===== config.mk =====
export PLATFORM = sky130hd
export DESIGN_NAME = uart_tx_cfg
export DESIGN_NICKNAME = d
export VERILOG_FILES = /design/src/rtl/uart_pkg.sv /design/src/rtl/uart_baud_tick.sv /design/src/rtl/uart_tx_cfg.sv
export SDC_FILE = /design/constraint.sdc
export NUM_CORES = 1
export LEC_CHECK = 0
export BUFFER_PORTS_ARGS = -buffer_cell sky130_fd_sc_hd__buf_2
export CELL_PAD_IN_SITES_DETAIL_PLACEMENT = 2
export CELL_PAD_IN_SITES_GLOBAL_PLACEMENT = 2
export CORE_MARGIN = 4
export CORE_UTILIZATION = 37
export CTS_CLUSTER_SIZE = 12
export DETAILED_ROUTE_END_ITERATION = 10
export GPL_TIMING_DRIVEN = 0
export PLACE_DENSITY = 0.88
export SETUP_SLACK_MARGIN = 0.2
export SLEW_MARGIN = 20
export SYNTH_ARGS = -nofsm -noshare
export SYNTH_HDL_FRONTEND = slang
export SYNTH_SLANG_ARGS = --single-unit

===== constraint.sdc =====
create_clock -name clk -period 3 [get_ports clk]
set_input_delay 0.6 -clock clk [delete_from_list [all_inputs] [get_ports clk]]
set_output_delay 0.6 -clock clk [all_outputs]
set_load 0.01 [all_outputs]

===== src/rtl/uart_pkg.sv =====
// Shared definitions for the UART transmit path (and the matching receiver).
// State encodings are plain 3-bit constants so older tools and netlists agree on them.
package uart_pkg;

  typedef logic [2:0] tx_state_t;

  localparam tx_state_t ST_IDLE          = 3'd0;
  localparam tx_state_t ST_START         = 3'd1;
  localparam tx_state_t ST_DATA          = 3'd2;
  localparam tx_state_t ST_PARITY        = 3'd3;
  localparam tx_state_t ST_STOP          = 3'd4;
  localparam tx_state_t ST_BREAK_RECOVER = 3'd5;

  localparam int unsigned PAR_NONE = 0;
  localparam int unsigned PAR_EVEN = 1;
  localparam int unsigned PAR_ODD  = 2;

  // Clocks per bit period; integer division, no half-period rounding.
  function automatic int unsigned calc_bit_cycles(input int unsigned clk_hz,
                                                  input int unsigned baud);
    return clk_hz / baud;
  endfunction

endpackage


===== src/rtl/uart_baud_tick.sv =====
// Bit-period counter: counts 0..BIT_CYCLES-1 and pulses tick on the last count.
// restart forces the count back to 0 on the next edge so a frame starts on a clean period.
module uart_baud_tick #(
  parameter int unsigned BIT_CYCLES = 10
) (
  input  logic clk,
  input  logic rst,
  input  logic restart,
  output logic tick
);

  localparam int unsigned CNT_W = (BIT_CYCLES > 1) ? $clog2(BIT_CYCLES) : 1;
  localparam logic [CNT_W-1:0] LAST = CNT_W'(BIT_CYCLES - 1);

  logic [CNT_W-1:0] cnt_q, cnt_d;

  // Next count: wrap on tick or when the owner restarts the period.
  always_comb begin
    tick = (cnt_q == LAST);
    if (restart || tick) begin
      cnt_d = '0;
    end else begin
      cnt_d = cnt_q + CNT_W'(1);
    end
  end

  // Counter register.
  always_ff @(posedge clk or posedge rst) begin
    if (rst) begin
      cnt_q <= '0;
    end else begin
      cnt_q <= cnt_d;
    end
  end

endmodule


===== src/rtl/uart_tx_cfg.sv =====
// Configurable UART transmitter (data width, parity, stop bits) with valid/ready intake.
// Optional line-break generation is enabled by defining UART_TX_BREAK_EN, which adds
// the tx_break input and the break-recovery state.
module uart_tx_cfg
  import uart_pkg::*;
#(
  parameter int unsigned CLK_HZ      = 16_000_000,
  parameter int unsigned BAUD        = 9_600,
  parameter int unsigned DATA_BITS   = 8,
  parameter int unsigned PARITY_MODE = 0,
  parameter int unsigned STOP_BITS   = 1
) (
  input  logic                 clk,
  input  logic                 CLR,
`ifdef UART_TX_BREAK_EN
  input  logic                 tx_break,
`endif
  input  logic                 tx_valid,
  input  logic [DATA_BITS-1:0] tx_data,
  output logic                 tx_ready,
  output logic                 tx_busy,
  output logic                 data_out
);

  localparam int unsigned BIT_CYCLES = calc_bit_cycles(CLK_HZ, BAUD);
  localparam int unsigned IDX_W      = $clog2(DATA_BITS);

  if (BIT_CYCLES < 2) begin : g_bad_baud
    $error("uart_tx_cfg: CLK_HZ/BAUD must be at least 2");
  end
  if (DATA_BITS < 5 || DATA_BITS > 9) begin : g_bad_data_bits
    $error("uart_tx_cfg: DATA_BITS must be 5..9");
  end
  if (PARITY_MODE != PAR_NONE && PARITY_MODE != PAR_EVEN && PARITY_MODE != PAR_ODD)
  begin : g_bad_parity
    $error("uart_tx_cfg: PARITY_MODE must be 0, 1 or 2");
  end
  if (STOP_BITS != 1 && STOP_BITS != 2) begin : g_bad_stop
    $error("uart_tx_cfg: STOP_BITS must be 1 or 2");
  end

  tx_state_t            state_q, state_d;
  logic [DATA_BITS-1:0] shift_q, shift_d;
  logic [IDX_W-1:0]     idx_q, idx_d;
  logic                 par_q, par_d;
  logic                 data_out_q, data_out_d;
  logic                 tick, restart, accept, last_stop;

  // Period counter is held at 0 while idle and restarted on every accepted byte.
  assign restart = (state_q == ST_IDLE) || accept;

  uart_baud_tick #(
    .BIT_CYCLES(BIT_CYCLES)
  ) u_baud_tick (
    .clk    (clk),
    .rst    (CLR),
    .restart(restart),
    .tick   (tick)
  );

  // idx doubles as the stop-bit counter while in STOP.
  assign last_stop = (idx_q == IDX_W'(STOP_BITS - 1));

  // Ready depends only on state and the period counter, never on tx_valid.
  always_comb begin
    tx_ready = 1'b0;
    if (state_q == ST_IDLE) begin
`ifdef UART_TX_BREAK_EN
      // Low data_out while idle means a break is still on the line.
      tx_ready = !tx_break && data_out_q;
`else
      tx_ready = 1'b1;
`endif
    end else if (state_q == ST_STOP && last_stop && tick) begin
      tx_ready = 1'b1;
    end
  end

  assign accept   = tx_valid && tx_ready;
  assign tx_busy  = (state_q != ST_IDLE);
  assign data_out = data_out_q;

  // Frame sequencing; a byte is latched together with its parity on accept.
  always_comb begin
    state_d = state_q;
    shift_d = shift_q;
    idx_d   = idx_q;
    par_d   = par_q;
    case (state_q)
      ST_IDLE: begin
        if (accept) begin
          state_d = ST_START;
          shift_d = tx_data;
          par_d   = (PARITY_MODE == PAR_EVEN) ? ^tx_data : ~^tx_data;
          idx_d   = '0;
        end
`ifdef UART_TX_BREAK_EN
        else if (!tx_break && !data_out_q) begin
          state_d = ST_BREAK_RECOVER;
        end
`endif
      end
      ST_START: begin
        if (tick) begin
          state_d = ST_DATA;
          idx_d   = '0;
        end
      end
      ST_DATA: begin
        if (tick) begin
          shift_d = shift_q >> 1;
          if (idx_q == IDX_W'(DATA_BITS - 1)) begin
            idx_d   = '0;
            state_d = (PARITY_MODE != PAR_NONE) ? ST_PARITY : ST_STOP;
          end else begin
            idx_d = idx_q + IDX_W'(1);
          end
        end
      end
      ST_PARITY: begin
        if (tick) begin
          state_d = ST_STOP;
          idx_d   = '0;
        end
      end
      ST_STOP: begin
        if (tick) begin
          if (last_stop) begin
            idx_d = '0;
            if (accept) begin
              // Back-to-back frame: next start bit follows with no idle gap.
              state_d = ST_START;
              shift_d = tx_data;
              par_d   = (PARITY_MODE == PAR_EVEN) ? ^tx_data : ~^tx_data;
            end else begin
              state_d = ST_IDLE;
            end
          end else begin
            idx_d = idx_q + IDX_W'(1);
          end
        end
      end
`ifdef UART_TX_BREAK_EN
      ST_BREAK_RECOVER: begin
        if (tick) begin
          state_d = ST_IDLE;
        end
      end
`endif
      default: begin
        state_d = ST_IDLE;
        idx_d   = '0;
      end
    endcase
  end

  // Line value for the upcoming cycle, derived from the next state so the output is registered.
  always_comb begin
    case (state_d)
      ST_START:  data_out_d = 1'b0;
      ST_DATA:   data_out_d = shift_d[0];
      ST_PARITY: data_out_d = par_d;
`ifdef UART_TX_BREAK_EN
      ST_IDLE:   data_out_d = !tx_break;
`endif
      default:   data_out_d = 1'b1;
    endcase
  end

  // State registers; reset forces the line high immediately.
  always_ff @(posedge clk or posedge CLR) begin
    if (CLR) begin
      state_q    <= ST_IDLE;
      shift_q    <= '0;
      idx_q      <= '0;
      par_q      <= 1'b0;
      data_out_q <= 1'b1;
    end else begin
      state_q    <= state_d;
      shift_q    <= shift_d;
      idx_q      <= idx_d;
      par_q      <= par_d;
      data_out_q <= data_out_d;
    end
  end

endmodule


======== Word-level counts from Yosys, hierarchy flattened ========
Cells that the tools add are included.
word-level totals
  flip-flop bits (word level) ............. 27
  logic and storage cells ................. 65
cells by class
  reductions and logical operators ........ 13
  add/subtract/negate cells ............... 2
  eq/ne operators ......................... 14
  mux-type cells .......................... 29
operators with widths
  cell                                                                     count
  3-bit two-way mux                                                        13
  8-bit two-way mux                                                        4
  8-bit case mux with 3 select lines                                       1
  3-bit case mux with 5 select lines                                       1
  3-bit by 2-bit == test with 1-bit output, second input constant          4
  3-bit case mux with 4 select lines                                       1
  11-bit by 1-bit adder with 11-bit output, second input constant          1
  11-bit == test, second input constant                                    1
  11-bit two-way mux                                                       1
  2-bit inequality test, second input constant                             4
  4-bit AND reduction                                                      2
  8-bit XNOR reduction                                                     1
  3-bit by 1-bit == test with 1-bit output, second input constant          2
  3-bit == test, second input constant                                     2
  3-bit zero test                                                          2
  1-bit two-way mux                                                        6
  3-bit nonzero test                                                       2
  3-bit by 1-bit adder with 3-bit output, second input constant            1
  1-bit logical AND                                                        3
  1-bit case mux with 3 select lines                                       1
  1-bit logical OR                                                         2
  2-bit by 1-bit inequality test with 1-bit output, second input constant  1
  1-bit case mux with 2 select lines                                       1
  2-bit OR reduction                                                       1

======== Logic depth before layout (Yosys ltp) ========
  word-level depth ........................ 12
  gate-level depth with buffers ........... 7
  depth with buffers taken out ............ 7

======== Hierarchy ========
From an unflattened synthesis, not the netlist that was laid out.
unflattened totals
  cell total of the unflattened synthesis .. 150
  area total of the unflattened synthesis .. 1,537.7 µm²
modules (own cells, without submodules)
  module          area each (µm²)  instances  cells each
  uart_tx_cfg     968.4            1          94
  uart_baud_tick  569.3            1          56

======== Worst setup path after synthesis ========
Ideal clock, no wire load.
  kind .................................... register -> register
  from .................................... reg u_baud_tick.cnt_q[2]
  to ...................................... reg shift_q[0]
  stages on the path, launching flop included .. 7
  setup slack ............................. 0.545 ns
  buffers on the path ..................... 1
  arrival time ............................ 2.329 ns
  required time ........................... 2.874 ns
  clock period less this slack ............ 2.455 ns
  cells stage by stage .................... dfrtp_1 -> or4_4 -> buf_6 -> o41a_4 -> o22a_1 -> or3_1 -> a221o_1
on the way
  word-level cells in the longest chain between the ends .. 9
  elaborated cells on any way between the ends .. 10
  those cells by class .................... 1 x eq/ne; 7 x mux; 2 x reduce/logical
ends and longest elaborated chain
  what                                  line                                   text
  start: declaration                    uart_baud_tick.sv:15                   logic [CNT_W-1:0] cnt_q, cnt_d;
  start signal: assignment              uart_baud_tick.sv:32                   cnt_q <= cnt_d;
  11-bit == test *                      uart_baud_tick.sv:19                   tick = (cnt_q == LAST);
  1-bit logical AND                     uart_tx_cfg.sv:74                      end else if (state_q == ST_STOP && last_stop && tick) begin
  1-bit two-way mux                     uart_tx_cfg.sv:74
  1-bit two-way mux                     uart_tx_cfg.sv:67                      if (state_q == ST_IDLE) begin
  1-bit logical AND                     uart_tx_cfg.sv:79                      assign accept = tx_valid && tx_ready;
  8-bit two-way mux                     uart_tx_cfg.sv:91, uart_tx_cfg.sv:130
  8-bit two-way mux                     uart_tx_cfg.sv:128                     if (last_stop) begin
  8-bit two-way mux                     uart_tx_cfg.sv:127                     if (tick) begin
  8-bit case mux with 3 select lines *  uart_tx_cfg.sv:89                      case (state_q)
  named net shift_d[0]                  uart_tx_cfg.sv:43                      logic [DATA_BITS-1:0] shift_q, shift_d;
  end signal: assignment                uart_tx_cfg.sv:180                     shift_q <= shift_d;
  end: declaration                      uart_tx_cfg.sv:43
The timed path passes the listed nets; every way through them passes the cells marked *. The select of a mux whose other input is x is not followed.
A chain may end at the register's enable or synchronous reset.

======== Final worst setup path ========
  from .................................... reg u_baud_tick.cnt_q[2]
  to ...................................... out tx_ready
on the way
  word-level cells in the longest chain between the ends .. 4
ends and longest elaborated chain
  what               line                  text
  11-bit == test     uart_baud_tick.sv:19
  1-bit logical AND  uart_tx_cfg.sv:74
  1-bit two-way mux  uart_tx_cfg.sv:74
  1-bit two-way mux  uart_tx_cfg.sv:67
  end: declaration   uart_tx_cfg.sv:20     output logic tx_ready,
No other way between the ends.

==> results.yml <==
route:
  viasPerCell: 5.50
  totalWireLength_um: 4010
  drt_pass1_iterations: 3
  vias: 1226
  avgRoutedWirePerCell_um: 18.0
  ant_nets: 0
  drc: 0
  drt_iter0_markers: 36
synth:
  synth-async-reset-ratio_pct: 100
  synth.area.top_cells: "dfrtp_1 43%, xnor2_1 7.5%, nor2_1 4.4%, ha_1 4.1%, inv_1 3.5%"
  yosys_warnings: 0
  synth_ff_type: "dfrtp_1"
  synth_nets: 172
  synth_cell_types: 40
  synth_edf_count: 0
  synthesis.area_um2: 1520
  yosysSeqAreaShare_pct: 44.5
  synth_top_area_cell: "dfrtp_1"
  yosysTopAreaCellShare_pct: 42.8
  syn_avg_cell_area_um2: 9.75
  syn_inst: 156
  ys_ff_latch: 27
floorplanning:
  pin_count: 14
  die_y_um: 72.1
  die_x_um: 72.1
  rows: 23
  start_util_pct: 38.0
  dieArea_um2: 5200
  core_um2: 4000
timing:
  drv_slew: 0
  worst_slew_pin_slew_ns: 0.584
  timing.setup.tns_ns: 0
  setup-violations-final: 0
  hold_viol: 0
  period_minus_slack_ns: 2.66
  rsz0062_at_grt: "no"
  period_share_pct: 88.8
  worst_clock_skew_ns: 0.00382
  max_freq_ghz: 0.376
  relSlewSlack_pct: 60.9
worst_setup_path:
  crit_fanout: 9
  worst-path-stages: 5
  r2r_setup_slack_ns: 0.36
  timing.rr.start: "u_baud_tick.cnt_q[2]$_DFF_PP0_"
  worst-path-buf-inv: 2
  cp_top_family: "simple AND/OR/NAND/NOR gates"
  startpoint_type: "flop"
  worstPathArrival_ns: 2.06
  crit_required_ns: 2.40
  crit_type: "flop to primary output"
  cp_slowest_cell: "or4_4"
  worstRegToRegCells: 6
  crit_chain: "or4_4 > buf_6 > o41a_4 > nor2_1 > buf_2"
  endpoint_kind: "primary output"
  r2r-end: "shift_q[0]$_DFF_PP0_"
  cpPeakStageDelay_ns: 0.56
global_routing:
  grt_util_all_layers_pct: 17.3
  grt_pass1_wl_um: 7030
  grt-ovfl-total: 0
  grt_antenna_before_repair: 0
  grt_max_degree: 28
  grt_pass1_vias: 1402
layout:
  multi_input_area_um2: 774
  final_area_um2: 1710
  fill_cells: 459
  syn_to_final_growth_pct: 12.1
  antenna_cells: 0
  layout-drive-gt1-share_pct: 19.7
  finalNetCount: 190
  seq_area_um2: 677
  fin_cells: 223
  final_core_util_pct: 42.6
clocking:
  ctsRootBufferMaster: "clkbuf_8"
  cts_inserted_buffers: 3
  cts_tree: "yes"
  clk_path_buf_depth: 2
  insertion_delay_ns: 0.28
  h-tree-depth: 1
  ctsHoldBuffers: 0
  clk_pin_slew_ns: 0.10
  clkSinkCount: 27
pwr:
  ir_drop_mv: 0.231
  power.leakage_nw: 0.785
  cellPowerDensity_nw_per_um2: 368
  power_w: 0.000628
placed_design:
  post_dp_cell_area_um2: 1650
  io_buffer_count: 13
  place_inst: 219
  globalplace.congestion: 0.811
  post-dp-hpwl_um: 2930
status:
  status: "completed"
worst_hold_path:
  hold_class: "input pin to async pin"
job:
  cap_violations: 0
## layout by cell type, fill, tap and decap left out, types with 4 or more instances in the layout
cell type,count
xnor2_1,13
ha_1,5
nand2_1,7
a22oi_1,6
mux2_2,4
o21ai_0,6
inv_1,13
nand3_1,7
buf_2,14
dfrtp_1,26
nor2_1,18
## layout make-up
class	count	share of cell area, %
Buffer	5	1.61
Clock buffer	3	2.42
Clock inverter	1	0.293
Inverter	14	3.08
Multi-Input combinational cell	110	45.4
Sequential cell	27	39.7
Tap cell	50	3.67
Timing Repair Buffer	13	3.82
## timing repair
action,in CTS,in global routing
setup endpoints to repair,0,7
buffers inserted,0,0
resized for setup,0,2
## sequential cells by signal (all words and copies together), names as in the netlist
name               cells
data_out               1
idx_q                  3
par_q                  1
shift_q                8
state_q                3
u_baud_tick.cnt_q     11
## stage by stage
step	hold slack, ns	setup WS [ns]
after floorplan	0.477	0.545
after global placement	0.501	0.367
after detailed placement	0.510	0.273
after CTS	0.538	0.238
after global routing	0.422	0.232
final	0.368	0.337
## metal layers
layer / global-route usage [%] / share of wire [%]
met1: 22.3 / 45
met2: 30.7 / 53
met3: 2.08 / 1.2
met4: 4.38 / 1.1
met5: 0 / 0
## cells in the mapped netlist (4+ instances only)
master,number
xnor2_1,13
nand3_1,7
a22oi_1,6
o21ai_0,6
mux2_2,4
nor3_1,4
nand2_1,7
ha_1,5
inv_1,14
dfrtp_1,26
nor2_1,18
## cells by family after synthesis
| group | count (synthesis) | synth area share [%] |
|---|---|---|
| simple gates | 55 | 18.8 |
| buf+inv | 19 | 5.26 |
| mux | 4 | 2.96 |
| xor+xnor | 16 | 9.21 |
| flops | 27 | 44.5 |
| compound gates | 30 | 15.2 |
| fa+ha+maj | 5 | 4.11 |
## how the worst max path moves through the flow
stage | end | slack, ns | start
6_report | tx_ready | 0.34 | u_baud_tick.cnt_q[2]$_DFF_PP0_
3_3_place_gp | data_out$_DFF_PP1_ | 0.37 | u_baud_tick.cnt_q[2]$_DFF_PP0_
5_1_grt | tx_ready | 0.23 | u_baud_tick.cnt_q[2]$_DFF_PP0_
2_1_floorplan | shift_q[0]$_DFF_PP0_ | 0.55 | u_baud_tick.cnt_q[2]$_DFF_PP0_
3_5_place_dp | shift_q[6]$_DFFE_PP0P_ | 0.27 | u_baud_tick.cnt_q[2]$_DFF_PP0_
4_1_cts | shift_q[4]$_DFFE_PP0P_ | 0.24 | u_baud_tick.cnt_q[2]$_DFF_PP0_
## power by group
| part | total, W | switching, W | internal, W | leakage [nW] |
|---|---|---|---|---|
| Sequential | 0.000370 | 0.00000247 | 0.000368 | 0.340 |
| Combinational | 0.0000397 | 0.0000225 | 0.0000171 | 0.420 |
| Clock | 0.000218 | 0.000125 | 0.0000934 | 0.0255 |
| Total | 0.000628 | 0.000150 | 0.000478 | 0.785 |
Note: power is estimated with default switching activity, not from simulation.
